$ cat src/rtl/bcd_down_counter.sv
// ============================================================================
// Module   : bcd_down_counter
// Brief    : Multi-digit packed-BCD countdown timer with prescaler and a done
//            pulse. Optional macro BCD_DOWN_WRAP_EN enables periodic reload.
// Revision : 1.0 - initial release
// ============================================================================
`default_nettype none

module bcd_down_counter #(
   parameter int DIGITS   = 4,
   parameter int PRESCALE = 1
) (
   input  logic                  clk,
   input  logic                  reset,
   input  logic                  load,
   input  logic [4*DIGITS-1:0]   load_val,
   input  logic                  start,
   input  logic                  pause,
   output logic [4*DIGITS-1:0]   q,
   output logic                  busy,
   output logic                  zero,
   output logic                  done
);

   localparam int W  = 4 * DIGITS;
   localparam int PW = (PRESCALE > 1) ? $clog2(PRESCALE) : 1;
   localparam logic [PW-1:0] PRESC_LAST = PW'(PRESCALE - 1);

   typedef enum logic [1:0] {
      S_IDLE = 2'd0,
      S_RUN  = 2'd1,
      S_HOLD = 2'd2,
      S_DONE = 2'd3
   } state_t;

   state_t          state, state_nxt;
   logic [W-1:0]    cnt, cnt_nxt;
   logic [PW-1:0]   presc, presc_nxt;
   logic            done_reg, done_nxt;
   logic [W-1:0]    load_clamped;
   logic [W-1:0]    cnt_dec;

   function automatic logic [W-1:0] clamp_bcd(input logic [W-1:0] v);
      logic [W-1:0] r;
      r = v;
      for (int i = 0; i < DIGITS; i++) begin
         if (v[4*i +: 4] > 4'd9)
            r[4*i +: 4] = 4'd9;
      end
      return r;
   endfunction

   // Ripple borrow: a zero digit receiving a borrow becomes 9 and passes it up.
   function automatic logic [W-1:0] dec_bcd(input logic [W-1:0] v);
      logic [W-1:0] r;
      logic         borrow;
      r      = v;
      borrow = 1'b1;
      for (int i = 0; i < DIGITS; i++) begin
         if (borrow) begin
            if (v[4*i +: 4] == 4'd0) begin
               r[4*i +: 4] = 4'd9;
            end else begin
               r[4*i +: 4] = v[4*i +: 4] - 4'd1;
               borrow      = 1'b0;
            end
         end
      end
      return r;
   endfunction

   assign load_clamped = clamp_bcd(load_val);
   assign cnt_dec      = dec_bcd(cnt);

`ifdef BCD_DOWN_WRAP_EN
   logic [W-1:0] reload;

   always_ff @(posedge clk or negedge reset) begin
      if (!reset)
         reload <= '0;
      else if (load)
         reload <= load_clamped;
   end
`endif

   always_ff @(posedge clk or negedge reset) begin
      if (!reset) begin
         state    <= S_IDLE;
         cnt      <= '0;
         presc    <= '0;
         done_reg <= 1'b0;
      end else begin
         state    <= state_nxt;
         cnt      <= cnt_nxt;
         presc    <= presc_nxt;
         done_reg <= done_nxt;
      end
   end

   always_comb begin
      state_nxt = state;
      cnt_nxt   = cnt;
      presc_nxt = presc;
      done_nxt  = 1'b0;

      if (load) begin
         cnt_nxt   = load_clamped;
         state_nxt = S_IDLE;
         presc_nxt = '0;
      end else begin
         case (state)
            S_IDLE: begin
               if (!pause && start) begin
                  presc_nxt = '0;
                  if (cnt != '0) begin
                     state_nxt = S_RUN;
                  end else begin
                     state_nxt = S_DONE;
                     done_nxt  = 1'b1;
                  end
               end
            end

            S_RUN: begin
               if (pause) begin
                  state_nxt = S_HOLD;
               end else if (presc == PRESC_LAST) begin
                  presc_nxt = '0;
                  cnt_nxt   = cnt_dec;
                  if (cnt_dec == '0) begin
                     done_nxt = 1'b1;
`ifdef BCD_DOWN_WRAP_EN
                     if (reload != '0)
                        cnt_nxt = reload;
                     else
                        state_nxt = S_DONE;
`else
                     state_nxt = S_DONE;
`endif
                  end
               end else begin
                  presc_nxt = presc + PW'(1);
               end
            end

            S_HOLD: begin
               if (!pause && start)
                  state_nxt = S_RUN;
            end

            S_DONE: begin
               state_nxt = S_DONE;
            end

            default: begin
               state_nxt = S_IDLE;
            end
         endcase
      end
   end

   assign q    = cnt;
   assign busy = (state == S_RUN);
   assign zero = (cnt == '0);
   assign done = done_reg;

endmodule

`default_nettype wire

$ cat config.mk
export PLATFORM = sky130hd
export DESIGN_NAME = bcd_down_counter
export DESIGN_NICKNAME = d
export VERILOG_FILES = /design/src/rtl/bcd_down_counter.sv
export SDC_FILE = /design/constraint.sdc
export NUM_CORES = 1
export LEC_CHECK = 0
export CAP_MARGIN = 20
export CORE_UTILIZATION = 30
export CTS_CLUSTER_SIZE = 40
export DETAILED_ROUTE_END_ITERATION = 8
export HOLD_SLACK_MARGIN = 0.03
export PLACE_DENSITY_LB_ADDON = 0.25
export REMOVE_ABC_BUFFERS = 1
export SYNTH_ARGS = -nofsm -noshare
export SYNTH_HDL_FRONTEND = slang
export SYNTH_SLANG_ARGS = --single-unit
$ cat constraint.sdc
create_clock -name clk -period 2.3 [get_ports clk]
set_clock_uncertainty 0.1 [all_clocks]
set_input_delay 0.46 -clock clk [delete_from_list [all_inputs] [get_ports clk]]
set_output_delay 0.46 -clock clk [all_outputs]
set_load 0.01 [all_outputs]
### After elaboration in Yosys (flattened, before gate mapping)

Index checks and enable logic that the tools add are counted.

| word-level totals | value |
|---|---|
| logic and storage cells | 78 |
| output and inout port bits | 19 |
| flip-flop bits (word level) | 20 |
| input port bits | 21 |

| operators by class | value |
|---|---|
| reduce and logical (&&, ||, !) cells | 15 |
| add/sub/neg operators | 5 |
| $lt $le $gt $ge | 4 |
| mux-type cells | 40 |
| eq/ne operators | 10 |

Operators with widths:

| operator | count |
|---|---|
| $mux W16 | 4 |
| $mux W4 | 11 |
| $logic_not A16 Y1 | 2 |
| $gt A4 B4 Y1 const B | 4 |
| $logic_not A4 Y1 | 4 |
| $reduce_bool A16 Y1 | 1 |
| $sub A4 B1 Y4 const B | 4 |
| $mux W1 | 15 |
| $mux W2 | 7 |
| $ne A3 B3 Y1 const B | 3 |
| $pmux W2 S4 | 1 |
| $reduce_and A3 Y1 | 2 |
| $eq A2 B2 Y1 const B | 2 |
| $ne A2 B2 Y1 const B | 2 |
| $ne A4 B3 Y1 const B | 1 |
| $ne A4 B4 Y1 const B | 1 |
| $pmux W1 S2 | 2 |
| $reduce_and A4 Y1 | 1 |
| $reduce_bool A3 Y1 | 1 |
| $eq A2 B1 Y1 const B | 1 |
| $logic_not A2 Y1 | 1 |
| $reduce_bool A2 Y1 | 1 |
| $add A1 B1 Y1 const B | 1 |
| $logic_and A1 B1 Y1 | 1 |
| $logic_not A1 Y1 | 1 |

### Logic depth before layout (Yosys ltp)

| depth | value |
|---|---|
| depth in word-level cells | 11 |
| depth in mapped cells | 5 |
| mapped depth without buffers | 4 |

### Worst setup path before layout

OpenSTA, ideal clock, no wires.

| timing | value |
|---|---|
| path kind | register to output |
| start point | register cnt[8], in the netlist q[8] |
| end point | output port zero |
| stages on the path, launching flop included | 5 |
| required time | 1.740 ns |
| buffers on the path | 0 |
| data arrival time | 1.482 ns |
| slack | 0.258 ns |
| cells stage by stage | dfrtp_1 -> nor4_2 -> nand3_1 -> or2_2 -> nor2_1 |

| on the way | value |
|---|---|
| longest elaborated chain between the ends | 1 |

RTL lines:

| what | line | text |
|---|---|---|
| from (decl) | 37 | `logic [W-1:0] cnt, cnt_nxt;` |
| from (signal assigned) | 94 | `cnt <= cnt_nxt;` |
| $logic_not A16 Y1 | 164 | `assign zero = (cnt == '0);` |
| to (decl) | 21 | `output logic zero,` |

Every way passes these cells.

### Worst setup path after layout

| timing | value |
|---|---|
| start point | register cnt[9], in the netlist q[9] |
| end point | output port zero |

The elaborated chain is that of the path after synthesis.

==> results by group <==
Outcome
  • Status: completed

Synthesis
  • Synth warnings: 0
  • Avg Cell Area, Syn: 8.81 um^2
  • Fraction of registers with async set/reset: 100%
  • Synth Instances: 139
  • Library cells used by synthesis: 40
  • Post-synthesis register bit count: 19
  • Mapped cell area: 1220 um^2
  • Sequential area share after synthesis: 38.8%
  • Number of synthesized flops with an enable pin: 0
  • Ys flop type: dfrtp_1

Routing
  • WL final: 3460 um
  • Final antenna-violating net count: 0
  • DR vias/cell: 5.12
  • WL per Instance: 13.8 um
  • DRT iter0 DRCs: 55
  • DR vias: 1280
  • TritonRoute pass-1 iters: 4
  • DRC violations left: 0

Power and ir drop
  • Switching Power: 0.271 mW
  • Sw frac: 29.4%
  • Gate power share: 32.1%
  • Lkg Pwr: 0.748 nW
  • Power Density: 490 nW/um^2
  • Clock power share: 25.2%
  • Sequential share of power: 42.7%
  • Internal: 0.651 mW
  • VDD IR max: 0.253 mV

Finish
  • Final Net Count: 224
  • Commonest cells after routing, fill and taps aside: 38 x clkdlybuf4s50_1, 26 x buf_4, 19 x dfrtp_1, 17 x nor2_1, 12 x o21ai_0
  • Final Non-Filler Cells: 250
  • Area Growth Syn to Fin: 53.5%
  • Most common cell after layout, fill and taps aside: clkdlybuf4s50_1
  • Largest register FFs: 16
  • Final non-filler cell area: 1880 um^2
  • Ant. Diodes: 0
  • Layout cell share with drive strength beyond 1: 18.3%

STA
  • Final Hold Fails: 0
  • RSZ-0062 raised after global routing: no
  • # setup viols final: 0
  • Hold slack: 446 ps
  • Max Freq: 453 MHz
  • Slew at the pin with the worst max-slew slack: 475 ps
  • Tcrit/Tclk final: 96.0%
  • Final min period: 2210 ps
  • Max-slew violations: 0
  • Worst relative slew slack: 68.1%

Placed design
  • Global placement routability congestion: 0.813
  • Dpl hpwl: 2610 um
  • Port Buffers: 39
  • Dpl cells: 245
  • Placed Area: 1820 um^2

Worst setup path
  • Cell Chain, Critical Path: nor4_4 > nand3_1 > or2_2 > nor2_1 > buf_2
  • Critical-path maximum fanout: 2
  • Worst Path Buf+Inv: 1
  • CP max stage delay: 410 ps
  • Crit Path Class: register to output pin
  • Crit path required time: 1740 ps
  • Setup crit end kind: output pin
  • Startpoint types: register
  • Delay-heaviest family, CP: simple AND/OR/NAND/NOR gates
  • Slowest-stage cell, CP: dfrtp_1
  • Arr. time, crit path: 1650 ps

Floorplan
  • Row count: 22
  • Core Box Area: 3800 um^2
  • Die X: 65.9 um
  • Die Height: 65.9 um
  • DIE AREA: 4340 um^2
  • IO Pins: 40
  • Initial Util: 32.2%

GRT
  • First-pass GRT wire length: 5780 um
  • Vias in the first global route: 1289
  • Antenna violations before repair: 0
  • Remaining global-route overflow: 0
  • Overall routing resource usage: 17.3%
  • Largest net degree at the start of global routing: 20

Clocking
  • Clk Tree Root Cell: clkbuf_8
  • CTS buffer count: 3
  • Max Buffers Root-to-Sink: 2
  • Worst-path clk slew: 70 ps
  • Worst skew pair latency: 250 ps
  • H-tree levels: 1
  • Clock Sinks: 19
  • CTS tree: yes

Worst hold path
  • Hold crit path type: input pin to asynchronous set/reset pin

Job
  • Max_cap viols: 0
## power groups by stage
stage	Combinational (mW)	Sequential [mW]	Clock, mW
5_1_grt	0.323	0.397	0.251
4_1_cts	0.295	0.394	0.240
3_3_place_gp	0.287	0.395	0
6_report	0.296	0.394	0.232
3_5_place_dp	0.293	0.398	0
2_1_floorplan	0.0850	0.423	0
## metrics by stage
| stage | total power, mW | worst slack (ps) | utilization, % | TNS, ps |
|---|---|---|---|---|
| floorplan | 0.508 | 258 | - | 0 |
| global placement | 0.682 | -82.4 | 48.0 | -82.4 |
| detailed placement | 0.691 | -103 | 48.0 | -103 |
| CTS | 0.929 | 48.3 | 49.3 | 0 |
| global route | 0.971 | 38.6 | 49.5 | 0 |
| finish | 0.922 | 91.4 | 49.5 | 0 |
## per-layer routing
metal	part of all wire [%]	vias to the layer above	track usage [%]	wire (um)
met5	0	-	0	0
met4	0.78	0	5.71	27
met3	2.9	2	1.03	102
met2	49	28	29.8	1700
met1	47	610	22.6	1630
li1	-	640	-	-
## worst register-to-register path: stages (launching register included)
cell	delay, ps
dfrtp_1	400
buf_4	170
nor3_1	430
nand3_2	130
or4_1	410
a31oi_1	180
## worst paths after layout
| kind | from | endpoint | slack, ps | cells after the start |
|---|---|---|---|---|
| worst max-delay path | q[9]$_DFFE_PN0P_ | zero | 90 | 5 |
| worst min-delay path | reset | q[4]$_DFFE_PN0P_ | 450 | 2 |
| worst max register to register | q[5]$_DFFE_PN0P_ | q[9]$_DFFE_PN0P_ | 410 | 5 |
| worst min register to register | q[15]$_DFFE_PN0P_ | q[15]$_DFFE_PN0P_ | 530 | 2 |
| max in group asynchronous | reset | state[1]$_DFFE_PN0P_ | 1440 | 2 |
| min in group clk | q[15]$_DFFE_PN0P_ | q[15]$_DFFE_PN0P_ | 530 | 2 |
## logic make-up after synthesis
kind of cell	Yosys count	synth area share (%)
multiplexers	2	1.63
flip-flops	19	38.8
buffers and inverters	10	4.39
AND/OR/NAND/NOR	69	34.2
AO/OA/AOI/OAI	33	16.6
XOR/XNOR	6	4.29
## timing repair
action	4_1_cts	5_1_grt
setup buffers	0	1
pin swaps	2	1
setup endpoints to repair	1	1
hold buffers	0	0
endpoints found under the hold margin	0	0
resized for setup	5	0
## synthesized netlist by cell type (2+ instances only)
library cell	n	area (um^2)
nor3b_1	2	15.0
inv_1	4	15.0
o21a_1	2	15.0
nand2_1	6	22.5
dfrtp_1	19	475
o21ai_0	12	60.1
nor2b_1	5	31.3
buf_6	2	22.5
a31oi_1	3	18.8
nor3_1	8	40.0
nand3_1	5	25.0
nand3b_1	3	22.5
o31ai_1	2	15.0
mux2i_1	2	20.0
nor4_1	4	25.0
clkbuf_1	3	11.3
xnor2_1	2	17.5
or4_1	4	30.0
a21oi_1	8	40.0
nor2_1	17	63.8
nand4_1	4	25.0
xor2_1	4	35.0
## area by class of cell
class	instances	area, um^2
fill	372	1920
multi-input combinational	110	704
timing repair buffer	65	581
sequential	19	475
tap	48	60.1
clock buffer	4	45.0
inverter	4	15.0
(Power assumes the default switching activity.)
